===== config.mk =====
export PLATFORM = sky130hd
export DESIGN_NAME = dms_loop_filter_flat
export DESIGN_NICKNAME = d
export VERILOG_FILES = /design/src/rtl/dms_loop_filter_if.sv /design/src/rtl/dms_loop_filter.sv /design/src/flat_wrapper.sv
export SDC_FILE = /design/constraint.sdc
export NUM_CORES = 1
export LEC_CHECK = 0
export BUFFER_PORTS_ARGS = -buffer_cell sky130_fd_sc_hd__buf_2
export CAP_MARGIN = 20
export CORE_MARGIN = 8
export CORE_UTILIZATION = 48
export DETAILED_ROUTE_END_ITERATION = 8
export PLACE_DENSITY_LB_ADDON = 0.12
export RECOVER_POWER = 50
export SYNTH_ARGS = -nofsm -noshare
export SYNTH_HDL_FRONTEND = slang
export SYNTH_SLANG_ARGS = --single-unit

===== constraint.sdc =====
create_clock -name refclk -period 4.2 [get_ports refclk]
set_input_delay 0.84 -clock refclk [delete_from_list [all_inputs] [get_ports refclk]]
set_output_delay 0.84 -clock refclk [all_outputs]
set_load 0.1 [all_outputs]

===== src/rtl/dms_loop_filter_if.sv =====
// dms_loop_filter_if: PFD-side inputs and control-word outputs of the loop filter.
//   en       - loop enable (level)
//   up/down  - raw PFD pulses, asynchronous to refclk
//   ctrl     - oscillator control word
//   ctrl_vld - one-cycle strobe marking a ctrl update
//   locked   - lock indication
// master: the side driving the detector signals; slave: the loop filter itself.
interface dms_loop_filter_if #(
    parameter int unsigned CTRL_W = 10
);
    logic              en;
    logic              up;
    logic              down;
    logic [CTRL_W-1:0] ctrl;
    logic              ctrl_vld;
    logic              locked;

    modport master (output en, up, down, input ctrl, ctrl_vld, locked);
    modport slave  (input en, up, down, output ctrl, ctrl_vld, locked);
endinterface


===== src/rtl/dms_loop_filter.sv =====
// dms_loop_filter: bang-bang proportional-plus-integral loop filter for the DMS CDR.
// Synchronizes the PFD up/down pulses, sums their votes over WIN-cycle windows and,
// at each window end, steps the integrator by sign*KI and drives
// ctrl = clamp(mid + integ + sign*KP).
// Ports:
//   refclk - sole clock, rising edge
//   rst_n  - synchronous active-low reset
//   lf     - dms_loop_filter_if.slave (en, up, down in; ctrl, ctrl_vld, locked out)
// Optional feature: define DMS_LF_LOCKDET_EN to build the lock detector; otherwise
// locked is tied to 0 and LOCK_THR/LOCK_WINS have no effect.
module dms_loop_filter #(
    parameter int unsigned WIN       = 16,
    parameter int unsigned KP        = 8,
    parameter int unsigned KI        = 1,
    parameter int unsigned CTRL_W    = 10,
    parameter int unsigned INT_W     = 12,
    parameter int unsigned LOCK_THR  = 2,
    parameter int unsigned LOCK_WINS = 8
) (
    input logic              refclk,
    input logic              rst_n,
    dms_loop_filter_if.slave lf
);
    localparam int unsigned CNT_W = $clog2(WIN);
    localparam int unsigned SUM_W = $clog2(WIN) + 2;
    // Extended width so that integ +/- KI and mid + integ +/- KP never wrap.
    localparam int unsigned EXT_W = INT_W + 2;

    localparam logic signed [EXT_W-1:0] KI_X       = EXT_W'(KI);
    localparam logic signed [EXT_W-1:0] KP_X       = EXT_W'(KP);
    localparam logic signed [EXT_W-1:0] MID_X      = EXT_W'(2 ** (CTRL_W - 1));
    localparam logic signed [EXT_W-1:0] CTRL_MAX_X = EXT_W'(2 ** CTRL_W - 1);
    localparam logic signed [EXT_W-1:0] INT_MAX_X  = EXT_W'(2 ** (INT_W - 1) - 1);
    localparam logic signed [EXT_W-1:0] INT_MIN_X  = -INT_MAX_X - EXT_W'(1);
    localparam logic [CTRL_W-1:0]       CTRL_MID   = {1'b1, {(CTRL_W - 1){1'b0}}};

    typedef enum logic [0:0] {StIdle, StRun} state_e;

    state_e                    state_q, state_d;
    logic                      up_meta_q, up_s_q, down_meta_q, down_s_q;
    logic [CNT_W-1:0]          cnt_q, cnt_d;
    logic signed [SUM_W-1:0]   sum_q, sum_d;
    logic signed [INT_W-1:0]   integ_q, integ_d;
    logic [CTRL_W-1:0]         ctrl_q, ctrl_d;
    logic                      ctrl_vld_q, ctrl_vld_d;

    logic                      step;
    logic                      win_end;
    logic signed [SUM_W-1:0]   v;
    logic signed [SUM_W-1:0]   t;
    logic                      pos, neg;
    logic signed [EXT_W-1:0]   integ_x, integ_sum, integ_sat, ctrl_sum;
    logic [CTRL_W-1:0]         ctrl_new;

    always_ff @(posedge refclk) begin
        if (!rst_n) begin
            up_meta_q   <= 1'b0;
            up_s_q      <= 1'b0;
            down_meta_q <= 1'b0;
            down_s_q    <= 1'b0;
            state_q     <= StIdle;
            cnt_q       <= '0;
            sum_q       <= '0;
            integ_q     <= '0;
            ctrl_q      <= CTRL_MID;
            ctrl_vld_q  <= 1'b0;
        end else begin
            // Synchronizer runs regardless of en.
            up_meta_q   <= lf.up;
            up_s_q      <= up_meta_q;
            down_meta_q <= lf.down;
            down_s_q    <= down_meta_q;
            state_q     <= state_d;
            cnt_q       <= cnt_d;
            sum_q       <= sum_d;
            integ_q     <= integ_d;
            ctrl_q      <= ctrl_d;
            ctrl_vld_q  <= ctrl_vld_d;
        end
    end

    // Window arithmetic: t includes the vote of the current cycle.
    always_comb begin
        v = '0;
        if (up_s_q && !down_s_q) begin
            v = SUM_W'(1);
        end else if (down_s_q && !up_s_q) begin
            v = '1;
        end
        t   = sum_q + v;
        neg = t[SUM_W-1];
        pos = !neg && (t != '0);

        integ_x   = {{(EXT_W - INT_W){integ_q[INT_W-1]}}, integ_q};
        integ_sum = integ_x;
        if (pos) begin
            integ_sum = integ_x + KI_X;
        end else if (neg) begin
            integ_sum = integ_x - KI_X;
        end
        integ_sat = integ_sum;
        if (integ_sum > INT_MAX_X) begin
            integ_sat = INT_MAX_X;
        end else if (integ_sum < INT_MIN_X) begin
            integ_sat = INT_MIN_X;
        end

        ctrl_sum = MID_X + integ_sat;
        if (pos) begin
            ctrl_sum = MID_X + integ_sat + KP_X;
        end else if (neg) begin
            ctrl_sum = MID_X + integ_sat - KP_X;
        end
        if (ctrl_sum[EXT_W-1]) begin
            ctrl_new = '0;
        end else if (ctrl_sum > CTRL_MAX_X) begin
            ctrl_new = '1;
        end else begin
            ctrl_new = ctrl_sum[CTRL_W-1:0];
        end
    end

    // IDLE with en=1 already counts as the first cycle of the new window.
    always_comb begin
        state_d    = state_q;
        cnt_d      = cnt_q;
        sum_d      = sum_q;
        integ_d    = integ_q;
        ctrl_d     = ctrl_q;
        ctrl_vld_d = 1'b0;
        step       = 1'b0;

        unique case (state_q)
            StIdle: begin
                cnt_d = '0;
                sum_d = '0;
                if (lf.en) begin
                    state_d = StRun;
                    step    = 1'b1;
                end
            end
            StRun: begin
                if (!lf.en) begin
                    // Partial window is dropped.
                    state_d = StIdle;
                    cnt_d   = '0;
                    sum_d   = '0;
                end else begin
                    step = 1'b1;
                end
            end
        endcase

        win_end = step && (cnt_q == CNT_W'(WIN - 1));
        if (win_end) begin
            cnt_d      = '0;
            sum_d      = '0;
            integ_d    = integ_sat[INT_W-1:0];
            ctrl_d     = ctrl_new;
            ctrl_vld_d = 1'b1;
        end else if (step) begin
            cnt_d = cnt_q + CNT_W'(1);
            sum_d = t;
        end
    end

`ifdef DMS_LF_LOCKDET_EN
    localparam int unsigned            LCK_W = $clog2(LOCK_WINS + 1);
    localparam logic signed [SUM_W-1:0] THR  = SUM_W'(LOCK_THR);

    logic [LCK_W-1:0] lock_cnt_q, lock_cnt_d;

    always_comb begin
        lock_cnt_d = lock_cnt_q;
        if (!lf.en) begin
            lock_cnt_d = '0;
        end else if (win_end) begin
            if ((t <= THR) && (t >= -THR)) begin
                if (lock_cnt_q != LCK_W'(LOCK_WINS)) begin
                    lock_cnt_d = lock_cnt_q + LCK_W'(1);
                end
            end else begin
                lock_cnt_d = '0;
            end
        end
    end

    always_ff @(posedge refclk) begin
        if (!rst_n) begin
            lock_cnt_q <= '0;
        end else begin
            lock_cnt_q <= lock_cnt_d;
        end
    end

    assign lf.locked = (lock_cnt_q == LCK_W'(LOCK_WINS));
`else
    assign lf.locked = 1'b0;
`endif

    assign lf.ctrl     = ctrl_q;
    assign lf.ctrl_vld = ctrl_vld_q;
endmodule


===== src/flat_wrapper.sv =====
// flat-port wrapper written by rule: the top's interface ports become plain ports
module dms_loop_filter_flat 
#(
    parameter int unsigned WIN       = 16,
    parameter int unsigned KP        = 8,
    parameter int unsigned KI        = 1,
    parameter int unsigned CTRL_W    = 10,
    parameter int unsigned INT_W     = 12,
    parameter int unsigned LOCK_THR  = 2,
    parameter int unsigned LOCK_WINS = 8
)
  (refclk, rst_n, lf_en, lf_up, lf_down, lf_ctrl, lf_ctrl_vld, lf_locked);
  dms_loop_filter_if #(.CTRL_W(CTRL_W)) lf_i ();
  input logic refclk;
  input logic rst_n;
  input wire logic [$bits(lf_i.en)-1:0] lf_en;
  input wire logic [$bits(lf_i.up)-1:0] lf_up;
  input wire logic [$bits(lf_i.down)-1:0] lf_down;
  output wire logic [$bits(lf_i.ctrl)-1:0] lf_ctrl;
  output wire logic [$bits(lf_i.ctrl_vld)-1:0] lf_ctrl_vld;
  output wire logic [$bits(lf_i.locked)-1:0] lf_locked;
  assign lf_i.en = lf_en;
  assign lf_i.up = lf_up;
  assign lf_i.down = lf_down;
  assign lf_ctrl = lf_i.ctrl;
  assign lf_ctrl_vld = lf_i.ctrl_vld;
  assign lf_locked = lf_i.locked;
  dms_loop_filter #(.WIN(WIN), .KP(KP), .KI(KI), .CTRL_W(CTRL_W), .INT_W(INT_W), .LOCK_THR(LOCK_THR), .LOCK_WINS(LOCK_WINS)) u_core (.refclk(refclk), .rst_n(rst_n), .lf(lf_i));
endmodule

# Word level (Yosys, flattened, before mapping)
# Cells that the tools add are included.
# classes
addsub	7
order_cmp	3
n_eq_ne	2
mux	18
bitwise_logic	2
n_reduce_logical	9
# ops
cell	count
$mux W14	6
$mux W6	4
$mux W10	2
$add A11 B14 Y14 const A	1
$add A14 B5 Y14 const B	1
$gt A14 B11 Y1 const B	1
$gt A14 B12 Y1 const B	1
$lt A14 B12 Y1 const B	1
$sub A14 B5 Y14 const B	1
$add A12 B2 Y13 const B	1
$sub A12 B2 Y13 const B	1
$pmux W6 S2	1
$mux W4	2
$pmux W4 S2	1
$add A6 B6 Y6	1
$reduce_bool A6 Y1	1
$add A4 B1 Y4 const B	1
$eq A4 B4 Y1 const B	1
$logic_and A1 B1 Y1	4
$logic_not A1 Y1	3
$ne A3 B3 Y1 const B	1
$mux W1	2
$not A1 Y1	2
$reduce_or A2 Y1	1
# totals
regBits	38
inputBits	5
out_inout_bits	12
wordCells	51

# Depth between registers and ports, before layout
# depth
word_depth	18
depth_mapped	24
ltp_nobuf	22

# Least setup slack after synthesis
# No wires, ideal clock.
# synth_timing
path_kind	register to register
start	register u_core.up_s_q
end	register u_core.ctrl_q[8], in the netlist u_core.lf.ctrl[8]
setup_ps	119
arrival_time_ps	4579
required_ps	4081
setup_slack_ps	-497
stages_incl_launch_ff	24
n_path_buf	3
synth_period_minus_slack_ps	4697
cell_sequence	dfxtp_1 inv_1 ha_1 inv_1 ha_1 nor2b_1 o211a_1 o2111ai_2 a31o_1 buf_2 buf_2 o21ai_0 o211ai_2 clkbuf_1 nand3_1 a21oi_1 ha_1 nor4_1 a221o_1 o221ai_1 o311ai_1 a21oi_4 nand2_1 a22o_1
# synth_via
elab_chain_cells	18
elab_cells_between_ends	23
classes_between	add/sub (4); order compare (3); mux (10); reduce/logical (6)
# synth_lines
element	line	rtl
start, declared	dms_loop_filter.sv:40	logic up_meta_q, up_s_q, down_meta_q, down_s_q;
start signal, assigned	dms_loop_filter.sv:70	up_s_q <= up_meta_q;
$logic_not A1 Y1	dms_loop_filter.sv:87	end else if (down_s_q && !up_s_q) begin
$logic_and A1 B1 Y1	dms_loop_filter.sv:87	
$mux W6	dms_loop_filter.sv:87	
$mux W6 (*)	dms_loop_filter.sv:85	if (up_s_q && !down_s_q) begin
$add A6 B6 Y6 (*)	dms_loop_filter.sv:90	t = sum_q + v;
$reduce_bool A6 Y1 or $logic_not A1 Y1 (tied branches)	dms_loop_filter.sv:92	pos = !neg && (t != '0);
$logic_and A1 B1 Y1	dms_loop_filter.sv:92	
$mux W14 (*)	dms_loop_filter.sv:96	if (pos) begin
[3 not listed]	n/a	
net u_core.integ_sat[10]	dms_loop_filter.sv:52	logic signed [EXT_W-1:0] integ_x, integ_sum, integ_sat, ctrl_sum;
$add A11 B14 Y14 (*)	dms_loop_filter.sv:108, dms_loop_filter.sv:110, dms_loop_filter.sv:112	
$sub A14 B5 Y14	dms_loop_filter.sv:112	ctrl_sum = MID_X + integ_sat - KP_X;
$mux W14	dms_loop_filter.sv:111	end else if (neg) begin
$mux W14 (*)	dms_loop_filter.sv:109	if (pos) begin
$gt A14 B11 Y1	dms_loop_filter.sv:116	end else if (ctrl_sum > CTRL_MAX_X) begin
$mux W10	dms_loop_filter.sv:116	
$mux W10 (*)	dms_loop_filter.sv:114	if (ctrl_sum[EXT_W-1]) begin
end signal, assigned	dms_loop_filter.sv:77	ctrl_q <= ctrl_d;
end, declared	dms_loop_filter.sv:44	logic [CTRL_W-1:0] ctrl_q, ctrl_d;
# The timed path passes the listed nets; every way through them passes the cells marked *.
# A chain may end at the register's enable or synchronous reset.

# Final worst setup path
# Same ends and word-level chain as after synthesis.

==> metrics.md <==
| Metric | Value |
|---|---|
| Placed cells | `around 540` |
| CTS tree | `yes` |
| Antenna violations before repair | `0` |
| CTS Hold Bufs | `0` |
| Top_reg_cell synth | `dfxtp_1` |
| Die H | `around 97 um` |
| Failing checks | `setup timing` |
| Post-synthesis mux area share | `0.0126` |
| Initial core utilization | `0.498` |
| DP HPWL | `between 7000 and 8000 um` |
| Root buf cell | `clkbuf_8` |
| Hold Worst Slack | `442 ps` |
| Startpoint Class | `flip-flop` |
| Largest family of logic cells by synthesized area | `compound AO/OA/AOI/OAI gates` |
| Final #Nets | `around 500` |
| Req. time, crit path | `between 4000 and 5000 ps` |
| Number of global-route vias before repair | `between 3,000 and 4,000` |
| Post-Synthesis Cell Area | `3180 um^2` |
| Inserted Clock Buffers | `5` |
| Final hold violations | `0` |
| Clk_skew | `7.92 ps` |
| Clock Latency Late Sink | `roughly 300 ps` |
| Pre-CTS setup slack | `-342 ps` |
| # setup viols final | `10` |
| Iter 0 DRT Violations | `171` |
| CP max stage delay | `about 420 ps` |
| Worst VDD drop | `about 200 uV` |
| Row count | `29` |
| Worst-case clock buffer depth | `2` |
| Max Cap Viol | `0` |
| Crit path from | `u_core.up_s_q` |
| Simple-gate share of the synthesized area | `0.247` |
| Area Growth Syn to Fin | `40.9%` |
| Hold path cells | `1` |
| RSZ-0062 raised after global routing | `true` |
| Worst slew margin | `0.387` |
| Crit path cell chain | `inv_2 -> ha_4 -> inv_2 -> ha_4 -> ha_4 -> a21oi_4 -> xnor2_2 -> or3_4 -> o41a_1 -> o2111a_2 -> or3_4 -> a21oi_4 -> a21oi_4 -> ha_4 -> inv_2 -> a221o_1 -> o221ai_2 -> o311ai_4 -> a21oi_4 -> nand2_1 -> a22o_1` |
| Post-DR vias/cell | `a little under 6` |
| # diodes | `0` |
| Worst-margin pin slew | `919 ps` |
| Core Region | `roughly 6400 um^2` |
| Final Slew Violations | `0` |
| Avg Cell Area, Syn | `approximately 8.1 um^2` |
| Die area | `9490 um^2` |
| LEAKAGE | `around 1.8 nW` |
| Post-synthesis adder-cell area fraction | `0.0759` |
| Cell Pwr Density | `268 nW/um^2` |
| Final worst path period share | `1.07` |
| H-tree lvl count | `2` |
| Compound-Gate Fraction of Synth Area | `0.330` |
| Max Clk Rate | `about 0.22 GHz` |
| Worst R2R Start | `u_core.up_s_q` |
| Crit path arrival time | `4690 ps` |
| Period minus WS final | `4490 ps` |
| # DRC | `0` |
| RD Place Congestion | `0.932` |
| WS Path Type | `reg -> reg` |
| Family with the most delay on the worst path | `compound AO/OA/AOI/OAI gates` |
| Syn Nets | `411` |
| Status | `finished, violations left` |
| Ports | `17` |
| IO buf count | `15` |
| Layout Cells excl Fill | `between 500 and 600` |
| Routed Antenna Nets | `0` |
| Drt total wl | `approximately 10000 um` |
| Flops & latches, synth | `37` |
| Crit path max-delay cell type | `or3_4` |
| Clk slew on worst S/H paths | `about 80 ps` |
| Global Route Usage Sum | `0.203` |
| 1st-pass router iterations | `4` |
| Yosys cell types | `75` |
| Post-synthesis xor/xnor area fraction | `0.0440` |
| Sequential element share of the synthesized area | `0.233` |
| Hold path startpoint | `u_core.down_meta_q` |
| Critical path depth | `21` |
| Crit. End Element | `flip-flop` |
| Synthesis Warnings | `0` |
| Pin count of the biggest net entering global routing | `22` |
| Clk sinks | `37` |
| Worst Path Buf+Inv | `3` |
| DR WL/cell | `17.3 um` |
| Chip width | `between 90 and 100 um` |
| R2R depth | `21` |
| Critical Path Fanout Max | `5` |
| Post-Syn Instances | `394` |
| Worst min-delay path category | `reg -> reg` |
| Ys async rst share | `0` |
| Fin worst setup slack | `-289 ps` |
| Post-synth EDFFs | `0` |
| Share of layout cells above drive strength 1 | `0.384` |
| DR vias | `around 3,300` |
| Grt ovf | `0` |
| Global-route wire length before repair | `16,200 um` |
what timing repair did:
| action | CTS | global route |
|---|---|---|
| gates cloned | 1 | 0 |
| buffers inserted | 6 | 10 |
| setup endpoints to repair | 10 | 10 |
| gates resized for setup | 21 | 32 |
| pin swaps | 6 | 28 |
| endpoints found under the hold margin | 0 | 0 |
power breakdown:
group / switching, W / leakage (nW) / internal, W
combinational: 0.000241 / 1.47 / 0.000224
sequential: 0.00000329 / 0.300 / 0.000355
clock: 0.000140 / 0.0687 / 0.000239
worst register-to-register path: stages (launching register included):
cell and delay [ps]:
dfxtp_2 330, inv_2 50, ha_4 260, inv_2 40, ha_4 160, ha_4 170
a21oi_4 120, xnor2_2 80, or3_4 350, o41a_1 380, o2111a_2 230, or3_4 420
a21oi_4 160, a21oi_4 70, ha_4 290, inv_2 40, a221o_1 270, o221ai_2 240
o311ai_4 190, a21oi_4 240, nand2_1 90, a22o_1 220
Yosys cell counts (2+ instances only):
library cell	instances	share of area
a211oi_1	4	0.0094
nand2_1	42	0.050
nor4_1	5	0.0098
xor2_1	8	0.022
and4_1	7	0.019
nand3b_1	2	0.0047
a41o_1	2	0.0063
and2_1	21	0.041
a211o_1	2	0.0055
o31ai_1	3	0.0071
o21ai_0	15	0.024
buf_2	8	0.013
a211oi_4	2	0.013
nor3b_1	3	0.0071
o211ai_1	10	0.024
a211oi_2	2	0.0079
and3_1	10	0.020
nor2_1	22	0.026
mux2i_1	4	0.013
a21boi_0	8	0.019
o211a_1	6	0.019
a2111oi_2	2	0.0094
clkbuf_1	14	0.017
a221oi_2	2	0.0094
inv_1	17	0.020
dfxtp_1	37	0.23
a31o_1	2	0.0055
nand3_1	10	0.016
ha_1	12	0.047
or3_1	4	0.0079
or2_2	3	0.0059
maj3_1	8	0.025
xnor2_1	8	0.022
o2111a_1	4	0.014
nand4_1	5	0.0098
o2111ai_1	2	0.0055
a31oi_1	11	0.022
nor2b_1	2	0.0039
a21oi_1	14	0.022
a22oi_1	3	0.0071
a22o_1	9	0.025
nor3_1	6	0.0094
layout make-up:
| class | count | area [um^2] |
|---|---|---|
| Multi-Input combinational cell | 316 | 2640 |
| Fill cell | 497 | 1900 |
| Timing Repair Buffer | 107 | 805 |
| Sequential cell | 37 | 743 |
| Tap cell | 77 | 96.3 |
| Clock buffer | 5 | 68.8 |
| Clock inverter | 3 | 68.8 |
| Inverter | 17 | 63.8 |
routing by layer:
layer / share of wire / track usage
met5: 0 / 0
met4: 0.018 / 0.0664
met3: 0.032 / 0.0292
met2: 0.49 / 0.353
met1: 0.46 / 0.248
state kept, by name, summed over array words and instances (netlist names):
| register | flops |
|---|---|
| u_core.sum_q | 6 |
| u_core.lf.ctrl | 10 |
| u_core.lf.ctrl_vld | 1 |
| u_core.up_s_q | 1 |
| u_core.cnt_q | 4 |
| u_core.down_s_q | 1 |
| u_core.down_meta_q | 1 |
| u_core.up_meta_q | 1 |
| u_core.integ_q | 12 |
kinds of logic (layout without fill, tap and decap cells):
| group | Yosys count | count (layout) |
|---|---|---|
| compound gates | 124 | 125 |
| xor+xnor | 16 | 16 |
| fa+ha+maj | 21 | 21 |
| buf+inv | 42 | 132 |
| flops | 37 | 37 |
| mux | 4 | 4 |
| other cells | 1 | 1 |
| simple gates | 149 | 149 |
metrics by stage:
stage,setup TNS (ps),utilization,total power (W),cell area (um^2)
floorplan,-1420,-,0.000611,3330
global placement,-2420,0.615,0.000733,3930
detailed placement,-3130,0.615,0.000738,3930
CTS,-1880,0.661,0.00115,4220
global route,-4020,0.702,0.00126,4480
finish,-2290,0.702,0.00120,4480
cells in the final DEF, fill, tap and decap left out, types with 7 or more instances in the layout:
cell type	instances
buf_4	86
nand2_1	40
dfxtp_1	35
nor2_1	21
and2_1	16
buf_2	14
inv_1	12
a31oi_1	11
o211ai_1	10
o21ai_0	10
a21oi_1	9
and3_1	9
a22o_1	9
xor2_1	8
a21oi_4	8
nand3_1	8
a21boi_0	8
and4_1	7
xnor2_1	7
ha_4	7
worst paths after layout:
| kind | to | slack [ps] |
|---|---|---|
| setup / recovery | u_core.lf.ctrl[8] | -290 |
| hold / removal | u_core.down_s_q | 440 |
| setup reg to reg | u_core.lf.ctrl[8] | -290 |
| hold reg to reg | u_core.down_s_q | 440 |
Power figures use the tool's default switching activity.
